[src/rtl/error_checking_pkg.sv]
// Shared definitions for the OBC error-checking pipeline.
// Contents:
//   Q_WIDTH           question/answer width
//   state_e           challenge sequencer states (IDLE/ISSUE/FORWARD/NEXT)
//   LFSR_TAP_HI/LO    feedback taps of the x^4+x^3+1 question generator
//   expected_answer() reference OBC response, shared with the checker side
package error_checking_pkg;

  localparam int unsigned Q_WIDTH = 4;

  typedef enum logic [1:0] {
    IDLE    = 2'd0,
    ISSUE   = 2'd1,
    FORWARD = 2'd2,
    NEXT    = 2'd3
  } state_e;

  localparam int unsigned LFSR_TAP_HI = 3;
  localparam int unsigned LFSR_TAP_LO = 2;

  function automatic logic [Q_WIDTH-1:0] expected_answer(input logic [Q_WIDTH-1:0] q);
    return {q[3] ^ q[2], q[2] ^ q[1], q[1] ^ q[0], ~q[0]};
  endfunction

endpackage

[src/rtl/question_lfsr.sv]
// 4-bit Fibonacci LFSR (x^4+x^3+1) producing the question sequence.
// Ports:
//   clk      in   system clock, rising edge
//   reset    in   asynchronous active-high reset, reloads the seed
//   advance  in   step the sequence by one on the next rising edge
//   q        out  current LFSR value (never zero)
module question_lfsr
  import error_checking_pkg::*;
#(
  parameter logic [Q_WIDTH-1:0] SEED = 4'b1001
) (
  input  logic               clk,
  input  logic               reset,
  input  logic               advance,
  output logic [Q_WIDTH-1:0] q
);

  // An all-zero seed would lock the register up, so substitute 0001.
  localparam logic [Q_WIDTH-1:0] SEED_EFF = (SEED == '0) ? 4'b0001 : SEED;

  logic [Q_WIDTH-1:0] r_lfsr;
  logic               w_feedback;

  assign w_feedback = r_lfsr[LFSR_TAP_HI] ^ r_lfsr[LFSR_TAP_LO];

  always_ff @(posedge clk or posedge reset) begin
    if (reset) begin
      r_lfsr <= SEED_EFF;
    end else if (advance) begin
      r_lfsr <= {r_lfsr[Q_WIDTH-2:0], w_feedback};
    end
  end

  assign q = r_lfsr;

endmodule

[src/rtl/challenge_sequencer.sv]
// Challenge sequencer: issues LFSR questions to the OBC, waits (with timeout)
// for the answer and forwards each (question, answer, timeout) triple to the
// checker over a valid/ready handshake, for ROUNDS rounds per run.
// Ports:
//   clk, reset                      clock / asynchronous active-high reset
//   start                           begin a run (only honoured in IDLE)
//   question, q_valid               question presented to the OBC
//   answer_obc, ans_valid           OBC answer strobe (only honoured in ISSUE)
//   chk_valid, chk_ready            handshake towards the checker
//   chk_question/answer/timeout     forwarded triple, held until accepted
//   busy, done, round_idx           status: not idle, end-of-run pulse, round
module challenge_sequencer
  import error_checking_pkg::*;
#(
  parameter logic [Q_WIDTH-1:0] SEED           = 4'b1001,
  parameter int unsigned        TIMEOUT_CYCLES = 16,
  parameter int unsigned        ROUNDS         = 10
) (
  input  logic               clk,
  input  logic               reset,
  input  logic               start,
  output logic [Q_WIDTH-1:0] question,
  output logic               q_valid,
  input  logic [Q_WIDTH-1:0] answer_obc,
  input  logic               ans_valid,
  output logic               chk_valid,
  input  logic               chk_ready,
  output logic [Q_WIDTH-1:0] chk_question,
  output logic [Q_WIDTH-1:0] chk_answer,
  output logic               chk_timeout,
  output logic               busy,
  output logic               done,
  output logic [3:0]         round_idx
);

  localparam logic [7:0] LAST_TICK  = 8'(TIMEOUT_CYCLES - 1);
  localparam logic [3:0] LAST_ROUND = 4'(ROUNDS - 1);

  state_e             r_state;
  logic [7:0]         r_timer;
  logic [3:0]         r_round;
  logic               r_q_valid;
  logic               r_chk_valid;
  logic               r_busy;
  logic               r_done;
  logic               r_chk_timeout;
  logic [Q_WIDTH-1:0] r_chk_question;
  logic [Q_WIDTH-1:0] r_chk_answer;

  logic               w_advance;
  logic [Q_WIDTH-1:0] w_lfsr_q;

  // The sequence only moves once a round has been accepted.
  assign w_advance = (r_state == NEXT);

  question_lfsr #(
    .SEED (SEED)
  ) u_lfsr (
    .clk     (clk),
    .reset   (reset),
    .advance (w_advance),
    .q       (w_lfsr_q)
  );

  always_ff @(posedge clk or posedge reset) begin
    if (reset) begin
      r_state        <= IDLE;
      r_timer        <= '0;
      r_round        <= '0;
      r_q_valid      <= 1'b0;
      r_chk_valid    <= 1'b0;
      r_busy         <= 1'b0;
      r_done         <= 1'b0;
      r_chk_timeout  <= 1'b0;
      r_chk_question <= '0;
      r_chk_answer   <= '0;
    end else begin
      r_done <= 1'b0;
      unique case (r_state)
        IDLE: begin
          if (start) begin
            r_state   <= ISSUE;
            r_round   <= '0;
            r_timer   <= '0;
            r_q_valid <= 1'b1;
            r_busy    <= 1'b1;
          end
        end
        ISSUE: begin
          r_timer <= r_timer + 8'd1;
          // An answer on the timeout cycle still counts as an answer.
          if (ans_valid) begin
            r_chk_question <= w_lfsr_q;
            r_chk_answer   <= answer_obc;
            r_chk_timeout  <= 1'b0;
            r_q_valid      <= 1'b0;
            r_chk_valid    <= 1'b1;
            r_state        <= FORWARD;
          end else if (r_timer == LAST_TICK) begin
            r_chk_question <= w_lfsr_q;
            r_chk_answer   <= '0;
            r_chk_timeout  <= 1'b1;
            r_q_valid      <= 1'b0;
            r_chk_valid    <= 1'b1;
            r_state        <= FORWARD;
          end
        end
        FORWARD: begin
          if (chk_ready) begin
            r_chk_valid <= 1'b0;
            r_state     <= NEXT;
            // done is visible during the final NEXT cycle.
            if (r_round == LAST_ROUND) begin
              r_done <= 1'b1;
            end
          end
        end
        NEXT: begin
          r_timer <= '0;
          if (r_round == LAST_ROUND) begin
            r_round <= '0;
            r_busy  <= 1'b0;
            r_state <= IDLE;
          end else begin
            r_round   <= r_round + 4'd1;
            r_q_valid <= 1'b1;
            r_state   <= ISSUE;
          end
        end
        default: r_state <= IDLE;
      endcase
    end
  end

  assign question     = w_lfsr_q;
  assign q_valid      = r_q_valid;
  assign chk_valid    = r_chk_valid;
  assign chk_question = r_chk_question;
  assign chk_answer   = r_chk_answer;
  assign chk_timeout  = r_chk_timeout;
  assign busy         = r_busy;
  assign done         = r_done;
  assign round_idx    = r_round;

endmodule

[config.mk]
export PLATFORM = sky130hd
export DESIGN_NAME = challenge_sequencer
export DESIGN_NICKNAME = d
export VERILOG_FILES = /design/src/rtl/error_checking_pkg.sv /design/src/rtl/question_lfsr.sv /design/src/rtl/challenge_sequencer.sv
export SDC_FILE = /design/constraint.sdc
export NUM_CORES = 1
export LEC_CHECK = 0
export ABC_AREA = 1
export CAP_MARGIN = 20
export CELL_PAD_IN_SITES_DETAIL_PLACEMENT = 2
export CELL_PAD_IN_SITES_GLOBAL_PLACEMENT = 2
export CORE_MARGIN = 8
export CORE_UTILIZATION = 36
export DETAILED_ROUTE_END_ITERATION = 10
export DONT_BUFFER_PORTS = 1
export GPL_ROUTABILITY_DRIVEN = 0
export PLACE_DENSITY_LB_ADDON = 0.08
export SLEW_MARGIN = 20
export SYNTH_ARGS = -nofsm -noshare
export SYNTH_HDL_FRONTEND = slang
export SYNTH_HIERARCHICAL = 1
export SYNTH_SLANG_ARGS = --single-unit
[constraint.sdc]
create_clock -name clk -period 1.6 [get_ports clk]
set_input_delay 0.4 -clock clk [delete_from_list [all_inputs] [get_ports clk]]
set_output_delay 0.4 -clock clk [all_outputs]
set_load 0.005 [all_outputs]
# --- Yosys cells after proc, flatten, opt, wreduce, memory -nomap -nowiden ---
# Cells that the tools add are included.
totals:
  regBits: 31
  in_bits: 9
  out_inout_bits: 21
  wordCells: 66
op_classes:
  addsub: 2
  n_eq_ne: 10
  mux: 30
  bitwise_logic: 1
  reduce_logical: 12
op_table:
  columns: ["op", "count"]
  rows:
  - ["$mux W4", 6]
  - ["$pmux W8 S3", 1]
  - ["$mux W1", 13]
  - ["$reduce_and A3 Y1", 3]
  - ["$add A8 B1 Y8 const B", 1]
  - ["$eq A8 B4 Y1 const B", 1]
  - ["$mux W2", 4]
  - ["$mux W8", 1]
  - ["$ne A2 B2 Y1 const B", 4]
  - ["$pmux W2 S4", 1]
  - ["$pmux W4 S2", 1]
  - ["$reduce_and A2 Y1", 3]
  - ["$reduce_bool A2 Y1", 3]
  - ["$add A4 B1 Y4 const B", 1]
  - ["$eq A2 B2 Y1 const B", 2]
  - ["$eq A4 B4 Y1 const B", 1]
  - ["$pmux W1 S2", 2]
  - ["$reduce_and A4 Y1", 1]
  - ["$ne A3 B3 Y1 const B", 1]
  - ["$pmux W1 S3", 1]
  - ["$reduce_bool A3 Y1", 1]
  - ["$eq A2 B1 Y1 const B", 1]
  - ["$logic_not A2 Y1", 1]
  - ["$xor A1 B1 Y1", 1]

# --- Depth between registers and ports, before layout ---
depth:
  ltp_word: 4
  ltp_mapped: 10

# --- By module ---
# The synthesis kept the hierarchy.
modules_own_cells:
  columns: ["mod", "instances", "cells_each", "area_per_inst_um2"]
  rows:
  - ["challenge_sequencer", 1, 189, 1498.9]
  - ["question_lfsr", 1, 20, 166.4]

# --- Least setup slack after synthesis ---
# Ideal clock, no wire load.
synth_timing:
  kind: "register -> register"
  from: "register r_state[0]"
  to: "register r_timer[3]"
  t_arrival_ps: 1306
  setup_slack_ps: 176
  stages_incl_launch_ff: 10
  n_path_buf: 1
  cell_sequence: "dfrtp_1 -> inv_1 -> ha_1 -> inv_1 -> nor2_2 -> nor2_2 -> buf_6 -> nand2_1 -> xor2_1 -> nor2_1"
synth_via:
  elab_chain_len: 3
  word_cells_on_any_way: 7
synth_lines:
  columns: ["item", "line_no", "text"]
  rows:
  - ["start: declaration", "challenge_sequencer.sv:39", "state_e r_state;"]
  - ["start signal: assignment", "challenge_sequencer.sv:67", "r_state <= IDLE;"]
  - ["start signal: assignment", "challenge_sequencer.sv:82", "r_state <= ISSUE;"]
  - ["start signal: assignment", "challenge_sequencer.sv:98", "r_state <= FORWARD;"]
  - ["$eq A2 B1 Y1 (tied with other cells)", "challenge_sequencer.sv:79", "unique case (r_state)"]
  - ["$reduce_bool A3 Y1 (no source line) / $ne A2 B2 Y1 (equally long branches)", null, null]
  - ["$reduce_and A2 Y1 (no source line)", null, null]
  - ["end signal: assignment", "challenge_sequencer.sv:90", "r_timer <= r_timer + 8'd1;"]
  - ["end: declaration", "challenge_sequencer.sv:40", "logic [7:0] r_timer;"]
# Several ways; a longest one is shown, not always the timed one.
# A chain may end at the register's enable or synchronous reset.

# --- Final worst setup path ---
layout_timing:
  from: "register r_state[1]"
  to: "register r_round[2] (netlist: round_idx[2])"
layout_via:
  elab_chain_len: 3
  word_cells_on_any_way: 6
layout_lines:
  columns: ["item", "line_no", "text"]
  rows:
  - ["$eq A2 B2 Y1 / $logic_not A2 Y1 (equally long branches)", "challenge_sequencer.sv:79", null]
  - ["$reduce_bool A2 Y1 (no source line) / $ne A2 B2 Y1 (equally long branches)", null, null]
  - ["$reduce_and A2 Y1 (no source line)", null, null]
  - ["end signal: assignment", "challenge_sequencer.sv:125", "r_round <= r_round + 4'd1;"]
  - ["end: declaration", "challenge_sequencer.sv:41", "logic [3:0] r_round;"]
# Several ways; a longest one is shown, not always the timed one.

==> reports/results.ini <==
[critical_path]
r2r_setup_slack_ns=0.14
worstPathArrival_ns=1.63
critPathMaxFanout=6
crit_path_start_kind=register
setup.worst_path.class=reg -> reg
crit_start=r_state[1]
r2r_start=r_state[1]
cp-endpoint=round_idx[2]
critical_path.endpoint_type=register
depth_of_the_worst_register_to_register_path=7
regToRegEndpoint=round_idx[2]
worst_ep_required_time_ns=1.77

[finish]
area.growth.synth_to_final_pct=15.5
final_util_pct=43.6
final_net_count=240
final_cell_count_no_fill=275
post_route_cells_drive_above_1_share_pct=15.7
insertedDiodeCount=0
finalInstanceArea_mm2=0.00192

[route]
drt_first_pass_iters=4
wl_met2_um=2470
via_count=1400
met3_wl_post_dr_um=199
detail_route.drc_violations=0
drt-vias-per-instance=5.09
routed.top_layer=met4
routedWlPerCell_um=16.9
routedLengthMet1_um=1950
ant_nets=0
drt_first_iter_violations=51
route.final.wire_length_um=4640

[sta]
final_cycle_share_pct=91.3
timing.max_slew.rel_slack_pct=75.5
final.setup_skew_ns=0.00698
max_clock_freq_mhz=684
worst_hold_slack_ns=0.0740
setup_ws_final_ns=0.139
tightest_slew_ns=0.367
rsz0062_at_grt=false
period_minus_slack_ns=1.46
slew_viol_final=0
final_hold_viol_count=0
setup_viol_count_final=0

[place]
dpl_cell_area_mm2=0.00175
placedCellCount=264
dp.final_hpwl_um=3590
dp_worst_setup_slack_ns=-0.120
buffer_ports.inserted=0

[yosys]
synthesis_warnings=6
share_of_async_settable_or_async_resettable_flops_after_synthesis_pct=100
average_instance_area_after_synthesis_um2=7.97
seq_area_frac_synth_pct=46.7
synth.lib_cells_used.distinct=26
yosys.area.top_type_share_pct=43.6
synth_area_leaders=dfrtp_1, nand2_1, ha_1
post-synth-top-count-cell=nand2_1
netlist_area_mm2=0.00167
synth_edf_count=0
post-synth-top-area-cell=dfrtp_1
post_synth_most_frequent_cells=nand2_1, inv_1, dfrtp_1, nand3_1, ha_1
synthFlopType=dfrtp_1
synth-seq-cells=31
count_of_mapped_cells_out_of_synthesis=209
syn_nets=227

[worst_hold_path]
worst_hold_path_type=in -> async

[run_status]
run_status=finished clean

[global_routing]
first_global_vias=1593
aggregate_global_routing_overflow=0
grtUsageTotal_pct=13.7
grt_first_pass_wirelength_um=7910
antenna_found_initial=0
grt_max_degree=28

[clock_network]
clkSlewWorstSetupHoldPaths_ns=0.07
clk_path_buf_depth=2
cts_max_level=2
cts_root_buf=clkbuf_8
tritoncts_clock_tree=done
cts_buffers=5
clock_latency_reported_for_the_late_side_of_the_worst_skew_pair_ns=0.28
cts_sinks=31

[floorplan]
die_height_um=84.0
die_x_um=84.0
pin_count=30
fp-row-count=24
area_of_the_core_region_mm2=0.00441
die-area_mm2=0.00706
floorplan.initialDensity_pct=37.7

[pwr]
cell_internal_pwr_w=0.00195
leakagePower_nw=1.01
sw_frac_of_total_pct=39.6
sequential_group_share_of_total_power_pct=34.8
clock_power_share_pct=24.9
peakVddDrop_mv=0.784
power_density_mw_per_mm2=1680
switchingPower_w=0.00128
power.combinational.fraction_pct=40.4

[run]
maxCapViolations=0

-- per-layer routing --
layer  global-route usage, %  vias to the layer above
met3                    3.81                        3
met5                       0                        -
met4                    2.35                        0
met2                    25.4                       23
met1                    15.2                      691
li1                        -                      683
-- power by group through the flow --
stage               Clock, W  Combinational (W)  Sequential (W)
floorplan                  0           0.000867         0.00111
global placement           0            0.00111         0.00113
detailed placement         0            0.00120         0.00114
CTS                 0.000828            0.00127         0.00113
global route        0.000861            0.00149         0.00115
finish              0.000805            0.00131         0.00113
-- how the worst min path moves through the flow --
stage	end	from
2_1_floorplan	u_lfsr/q[1]	reset
4_1_cts	done	reset
5_1_grt	done	reset
3_3_place_gp	u_lfsr/q[1]	reset
3_5_place_dp	u_lfsr/q[1]	reset
6_report	done	reset
-- layout make-up --
type	count	area, µm²
sequential	31	778
multi-input combinational	144	776
clock buffer	6	82.6
inverter	31	116
fill	513	2490
timing repair buffer	9	70.1
tap	52	65.1
clock inverter	2	35.0
-- worst max-delay path, cell delays in order, from the launching register on --
cell and delay (ns):
dfrtp_1 0.42, inv_2 0.10, ha_2 0.23, nand2_1 0.15, o21ai_4 0.13, inv_1 0.10, a21oi_1 0.15, nor2_1 0.07
-- sequential cells by signal (all words and copies together) (netlist names) --
name          flops
busy              1
chk_answer        4
chk_question      4
chk_timeout       1
chk_valid         1
done              1
q_valid           1
r_state           2
r_timer           8
round_idx         4
u_lfsr/q          4
-- cell usage in the layout (no fill, tap or decap) --
cell type	count
dfstp_2	2
nand3_2	1
inv_1	28
o21ai_0	7
or2_0	1
o21ai_1	2
a21oi_4	1
clkbuf_8	6
xor2_1	2
dlygate4sd3_1	1
a21oi_1	3
ha_1	5
nor3_1	1
nand2_4	2
nor2_4	2
o21a_1	1
nand2_2	2
bufinv_16	1
inv_2	3
o21ai_4	1
nand3_1	21
nand2_1	74
nor2_1	6
ha_2	4
clkinv_2	1
nand4_1	6
dfrtp_1	29
nor2_2	1
buf_4	8
o31ai_1	1
-- cells by family after synthesis --
logic type,Yosys count,synth area share [%]
simple gates,117,31.1
buf+inv,34,8.34
flops,31,46.7
compound gates,16,6.01
fa+ha+maj,9,6.76
xor+xnor,2,1.05
-- repair_timing --
| action | in CTS | in global routing |
|---|---|---|
| gates resized for setup | 1 | 8 |
| setup buffers | 2 | 0 |
| setup endpoints to repair | 7 | 22 |
| hold endpoints to repair | 2 | 0 |
| pin swaps | 1 | 2 |
| hold buffers | 1 | 0 |
-- per-stage QoR --
stage                     setup TNS [ns]  power [W]
after floorplan                        0    0.00197
after global placement                 0    0.00223
after detailed placement          -0.292    0.00234
after CTS                              0    0.00323
after global routing                   0    0.00350
final                                  0    0.00324
(Power assumes the default switching activity.)
